==> src/rtl/id_fetch_queue.sv <==
// Fetch-response queue between instruction memory and decode, with stale-response
// discard after a redirect and an RVC aligner for 16/32-bit and straddling instructions.
module id_fetch_queue #(
  parameter int DEPTH   = 4,
  parameter int MAX_OUT = 4,
  parameter int RVC_EN  = 1
) (
  input  logic                         clk,
  input  logic                         rst,
  input  logic                         i_flush,
  input  logic                         i_req,
  output logic                         o_req_ok,
  input  logic                         i_resp,
  input  logic [31:0]                  i_rdata,
  input  logic [31:0]                  i_resp_pc,
  output logic                         o_valid,
  output logic [31:0]                  o_inst,
  output logic                         o_compressed,
  output logic [31:0]                  o_pc,
  output logic [31:0]                  o_pc_next,
  input  logic                         i_ready,
  output logic [$clog2(DEPTH+1)-1:0]   o_count,
  output logic                         o_overflow
);

  localparam int AW = $clog2(DEPTH);
  localparam int CW = $clog2(DEPTH+1);
  localparam int OW = $clog2(MAX_OUT+1);
  localparam int SW = 8;

  typedef struct packed {
    logic [31:0] word;
    logic [29:0] pc;
  } entry_t;

  entry_t          r_mem [DEPTH];
  logic [AW-1:0]   r_rd_ptr, r_wr_ptr;
  logic [CW-1:0]   r_count;
  logic [OW-1:0]   r_outst;
  logic [SW-1:0]   r_stale;
  logic            r_hoff, r_first, r_overflow;

  entry_t          w_head, w_next;
  logic [15:0]     w_half;
  logic            w_is_comp, w_straddle, w_avail, w_valid, w_fire, w_pop;
  logic            w_accept, w_full, w_push, w_drop, w_outst_dec;
  logic [SW-1:0]   w_inflight, w_stale_flush;
  logic            w_unused;

  assign w_head     = r_mem[r_rd_ptr];
  assign w_next     = r_mem[r_rd_ptr + AW'(1)];
  assign w_half     = r_hoff ? w_head.word[31:16] : w_head.word[15:0];
  assign w_is_comp  = (RVC_EN != 0) && (w_half[1:0] != 2'b11);
  // A 32-bit instruction starting in the upper half needs the next word present too.
  assign w_straddle = r_hoff && !w_is_comp;
  assign w_avail    = w_straddle ? (r_count >= CW'(2)) : (r_count != '0);
  assign w_valid    = w_avail && !i_flush;
  assign w_fire     = w_valid && i_ready;
  assign w_pop      = w_fire && (!w_is_comp || r_hoff);

  assign w_accept    = i_resp && (r_stale == '0) && !i_flush;
  assign w_full      = (r_count == CW'(DEPTH));
  assign w_drop      = w_accept && w_full && !w_pop;
  assign w_push      = w_accept && !w_drop;
  assign w_outst_dec = w_accept && (r_outst != '0);

  // Everything still in flight at a redirect becomes stale; the same-cycle response retires one.
  assign w_inflight    = r_stale + SW'(r_outst) + SW'(i_req);
  assign w_stale_flush = (i_resp && (w_inflight != '0)) ? w_inflight - SW'(1) : w_inflight;

  assign w_unused = ^{i_resp_pc[0], w_next.word[31:16], w_next.pc};

  always_comb begin
    o_valid      = w_valid;
    o_inst       = '0;
    o_compressed = 1'b0;
    o_pc         = '0;
    o_pc_next    = '0;
    if (w_valid) begin
      o_compressed = w_is_comp;
      o_pc         = {w_head.pc, r_hoff, 1'b0};
      o_pc_next    = o_pc + (w_is_comp ? 32'd2 : 32'd4);
      if (w_is_comp)       o_inst = {16'h0, w_half};
      else if (w_straddle) o_inst = {w_next.word[15:0], w_half};
      else                 o_inst = w_head.word;
    end
  end

  assign o_req_ok   = ((32'(r_count) + 32'(r_outst)) < 32'(DEPTH)) && (32'(r_outst) < 32'(MAX_OUT));
  assign o_count    = r_count;
  assign o_overflow = r_overflow;

  // NOTE: the storage array has no reset; r_count alone decides which entries are meaningful.
  always_ff @(posedge clk) begin
    if (!rst && w_push) r_mem[r_wr_ptr] <= {i_rdata, i_resp_pc[31:2]};
  end

  always_ff @(posedge clk) begin
    if (rst) begin
      r_rd_ptr   <= '0;
      r_wr_ptr   <= '0;
      r_count    <= '0;
      r_outst    <= '0;
      r_stale    <= '0;
      r_hoff     <= 1'b0;
      r_first    <= 1'b1;
      r_overflow <= 1'b0;
    end else if (i_flush) begin
      r_rd_ptr <= '0;
      r_wr_ptr <= '0;
      r_count  <= '0;
      r_outst  <= '0;
      r_stale  <= w_stale_flush;
      r_hoff   <= 1'b0;
      r_first  <= 1'b1;
    end else begin
      if (w_push) r_wr_ptr <= r_wr_ptr + AW'(1);
      if (w_pop)  r_rd_ptr <= r_rd_ptr + AW'(1);
      r_count <= r_count + CW'(w_push) - CW'(w_pop);
      r_outst <= r_outst + OW'(i_req) - OW'(w_outst_dec);
      if (i_resp && (r_stale != '0)) r_stale <= r_stale - SW'(1);
      if (w_drop) r_overflow <= 1'b1;
      // The first word after a redirect may start mid-word; later alignment follows consumption.
      if (w_push && r_first) begin
        r_first <= 1'b0;
        r_hoff  <= (RVC_EN != 0) && i_resp_pc[1];
      end else if (w_fire && w_is_comp) begin
        r_hoff <= !r_hoff;
      end
    end
  end

endmodule
==> config.mk <==
export PLATFORM = sky130hd
export DESIGN_NAME = id_fetch_queue
export DESIGN_NICKNAME = d
export VERILOG_FILES = /design/src/rtl/id_fetch_queue.sv
export SDC_FILE = /design/constraint.sdc
export NUM_CORES = 1
export LEC_CHECK = 0
export ABC_CLOCK_PERIOD_IN_PS = 6100
export BUFFER_PORTS_ARGS = -buffer_cell sky130_fd_sc_hd__buf_2
export CORE_MARGIN = 8
export CORE_UTILIZATION = 45
export DETAILED_ROUTE_END_ITERATION = 8
export PLACE_DENSITY = 0.69
export SYNTH_ARGS = -nofsm -noshare
export SYNTH_HDL_FRONTEND = slang
export SYNTH_SLANG_ARGS = --single-unit
export TNS_END_PERCENT = 100
==> constraint.sdc <==
create_clock -name clk -period 6.1 [get_ports clk]
set_clock_uncertainty 0.15 [all_clocks]
set_input_delay 1.22 -clock clk [delete_from_list [all_inputs] [get_ports clk]]
set_output_delay 1.22 -clock clk [all_outputs]
set_load 0.01 [all_outputs]
After elaboration in Yosys (flattened, before gate mapping)
Memory sizes are Yosys's and may differ from the RTL's. A register that Yosys moved wholly into a read port is not among the register bits. Cells that the tools add are included.

Output and inout bits: 103. RAM bits: 248. Bits of input ports: 70. Memories kept: 1. Bits in registers: 21.

Reduce and logical (&&, ||, !) cells: 32. $add $sub $neg: 12. Bitwise gates (word level): 1. Order comparisons: 3. Equality and inequality tests: 2. Muxes and demuxes: 18.

Memory list: r_mem (depth 4, width 62, read ports 2, clocked after Yosys merged registers in 1, write ports 1, RTL line 36) `entry_t r_mem [DEPTH];`.

Operators by type and width (number): $mux W32 (5); $add A32 B3 Y32 (1); $mux W8 (3); $logic_and A1 B1 Y1 (16); $mux W16 (1); $reduce_bool A8 Y1 (2); $sub A8 B1 Y8 const B (2); $add A8 B1 Y8 (1); $add A8 B3 Y8 (1); $logic_not A8 Y1 (1); $add A3 B1 Y3 (2); $logic_not A1 Y1 (6); $mux W1 (6); $reduce_bool A3 Y1 (2); $sub A3 B1 Y3 (2); $add A2 B1 Y2 const B (2); $add A3 B3 Y4 (1); $lt A4 B3 Y1 const B (1); $mux W2 (2); $reduce_bool A2 Y1 (2); $eq A3 B3 Y1 const B (1); $ge A3 B2 Y1 const B (1); $lt A3 B3 Y1 const B (1); $mux W3 (1); 5 further kinds (5).

Logic depth before layout (Yosys ltp)
Depth in word-level cells: 15. Mapped depth: 21. Mapped depth without buffers: 15.

Least setup slack after synthesis
No wires, ideal clock.

Kind: register to register. Start: register with a tool-made name. End: memory r_mem[0][0] (netlist name) (enable). Stages on the path, launching flop included: 17. Period minus slack after synthesis: 5.342 ns. Path slack: 0.758 ns. Data arrival time: 4.766 ns. Required time: 5.523 ns. Cells stage by stage: dfxtp_1 buf_6 buf_6 buf_4 mux4_2 nand3_1 nand2_1 ha_1 buf_2 o21bai_1 a31o_1 clkbuf_1 or3_1 a31o_1 buf_2 nor2_1 and2_1.

RTL lines (RTL line): end: declaration (36).

==> impl_metrics.ini <==
[synth]
synthDominantCellAreaShare_pct = 59.0
synth_common_cells = edfxtp_1, nor2_1, mux4_2, and2_1, mux2i_1
yosysWarnings = 0
netlist_area_um2 = 12600
syn_area_per_cell_um2 = 15.7
synth.most_common_cell = edfxtp_1
synthCells = 802
synth_top_cell_by_area = edfxtp_1
synth_area_leaders = edfxtp_1, mux4_2, dfxtp_1
synth-edff-count = 248
synth_seq_cells = 271
async_reset_ff_share_pct = 0
synth_ff_type = edfxtp_1
seq_area_frac_synth_pct = 62.6
synth_cell_type_count = 67

[floorplan]
die_h_um = 184
num_rows = 61
dieArea_um2 = 33700
initial_core_util_pct = 45.6
io_pins = 173
die_w_um = 184
core_area_um2 = 27700

[timing]
min_period_ns = 5.85
finalSetupViolCount = 0
tns_ns = 0
tightest_slew_ns = 1.11
fin_crit_sh_pct = 96.0
fmax_mhz = 171
finalHoldViolCount = 0
rsz0062_at_grt = false
worst_slack_ns = 0.246
slew_viol_final = 0
max_slew_margin_pct = 26.1
holdWs_ns = 0.320

[route]
dr.pass1.iters = 5
num_vias = 7440
drt_iter0_drc = 415
routedWlPerCell_um = 20.6
vias_per_cell = 5.38
drt_wl_total_um = 28500
drc = 0
detail-route-antenna-nets = 0

[status]
status = complete, no violations

[worst_setup_path]
critPathMaxFanout = 18
r2r-end = r_mem[0][19]
endpoint = o_inst[16]
critPathArrivalTime_ns = 4.48
cp.required_ns = 4.73
criticalPathCategory = register to output pin
critPathCaptureType = output pin
r2r_slack_ns = 0.85
rr_worst_depth = 12
crit_path_start_kind = register

[job]
max-cap-violations = 0

[clock_tree]
cts_inserted_buffers = 28
cts_sinks = 271
clk-insertion-delay-late_ns = 0.54
cts_tree = done
htreeDepth = 1
postCtsSetupBuffers = 0
clk_pin_slew_ns = 0.06
root_buffer = clkbuf_16
clock_path_buffers = 3
cts.repair.resized = 0
cts_hold_buf = 0

[global_route]
grt_usage_pct = 16.7
grt_start_max_net_pins = 41
grt_pass1_vias = 7866
overflow = 0
grt_pass1_wl_um = 44100
antenna_found_initial = 10

[place]
place_area_um2 = 13900
gp_congestion = 0.822
detailedPlace.worstSlack_ns = 0.691
io_buffer_count = 169
hpwl_um = 18900

[final_layout]
drive_gt1_share_pct = 33.2
design_area_um2 = 14900
ff_latch_area_um2 = 7920
fillers = 2291
final_net_count = 1070
multi_input_area_um2 = 4410
synthToLayoutAreaGrowth_pct = 18.1

[power_and_ir_drop]
ir_worst_vdd_mv = 0.245
p_leak_nw = 5.21
pwr_density_cell_nw_per_um2 = 280

[hold_path]
hold_path_class = register to register
==> worst min path at each step <==
stage | to | cells after the start | slack (ns) | from
after CTS | r_first | 1 | 0.32 | r_first
after global placement | r_first | 1 | 0.28 | r_first
after detailed placement | r_first | 1 | 0.30 | r_first
final | r_first | 1 | 0.32 | r_first
after floorplan | r_first | 1 | 0.28 | r_first
after global routing | r_first | 1 | 0.33 | r_first
==> per-stage QoR <==
step           power [mW]  util (%)  cells
2_1_floorplan        2.32         -    803
3_3_place_gp         2.40      50.1   1321
5_1_grt              4.32      53.8   1378
4_1_cts              4.20      53.7   1373
3_5_place_dp         2.41      50.1   1321
6_report             4.17      53.8   1382
==> cell type report <==
| class | instances | area share (%) |
|---|---|---|
| flip-flops and latches | 271 | 53.1 |
| diodes | 8 | 0.134 |
| multi-input cells | 461 | 29.6 |
| inverters | 27 | 0.705 |
| repair buffers | 184 | 6.70 |
| clock inverters | 21 | 1.68 |
| clock buffers | 31 | 4.92 |
| well taps | 378 | 3.17 |
| repair inverters | 1 | 0.0503 |
==> flip-flops by register name, indices dropped and copies added, names as in the netlist, named ones only <==
| register | flops |
|---|---|
| r_wr_ptr | 2 |
| r_rd_ptr | 2 |
| r_hoff | 1 |
| r_stale | 8 |
| o_overflow | 1 |
| r_mem | 248 |
| r_first | 1 |
| o_count | 3 |
| r_outst | 3 |
==> logic make-up (layout without fill, tap and decap cells) <==
group           count (synthesis)  in the layout  share of synthesized area [%]
fa+ha+maj                      26             26                           2.87
mux                           110            110                           16.5
flops                         271            271                           62.6
buf+inv                        71            264                           2.58
other cells                     1             10                         0.0297
simple gates                  231            231                           9.67
xor+xnor                       46             46                           3.19
compound gates                 46             46                           2.58
==> per-layer routing <==
metal	vias to the layer above	part of all wire [%]	global-route usage, %
li1	3428	-	-
met1	3731	42	20.6
met2	215	49	28.6
met3	56	6.5	3.91
met4	10	2.6	5.20
met5	-	0.20	0
==> worst max-delay path: stages, from the launching register on <==
cell and delay [ns]:
dfxtp_4 0.58, mux4_2 0.60, nand3_1 0.12, nand2_1 0.17, ha_1 0.45, o21bai_1 0.25
a31o_2 0.41, a21oi_1 0.23, nand2_1 0.53, nor2_1 0.40, buf_2 0.19
==> cells in the final DEF (no fill, tap or decap), drive strengths merged, types with 8 or more instances in the layout <==
cell	count
inv	26
diode	8
and2	34
mux2i	31
ha	21
nand2	30
nor2	100
edfxtp	248
mux4	78
clkinv	14
nand3	10
xor2	25
xnor2	21
clkbuf	31
o21ai	10
nand4	14
buf	184
dfxtp	23
==> power by group <==
| part | switching, mW | internal [mW] |
|---|---|---|
| registers | 0.0306 | 2.05 |
| logic | 0.165 | 0.124 |
| clock network | 0.689 | 1.11 |
(Power assumes the default switching activity.)
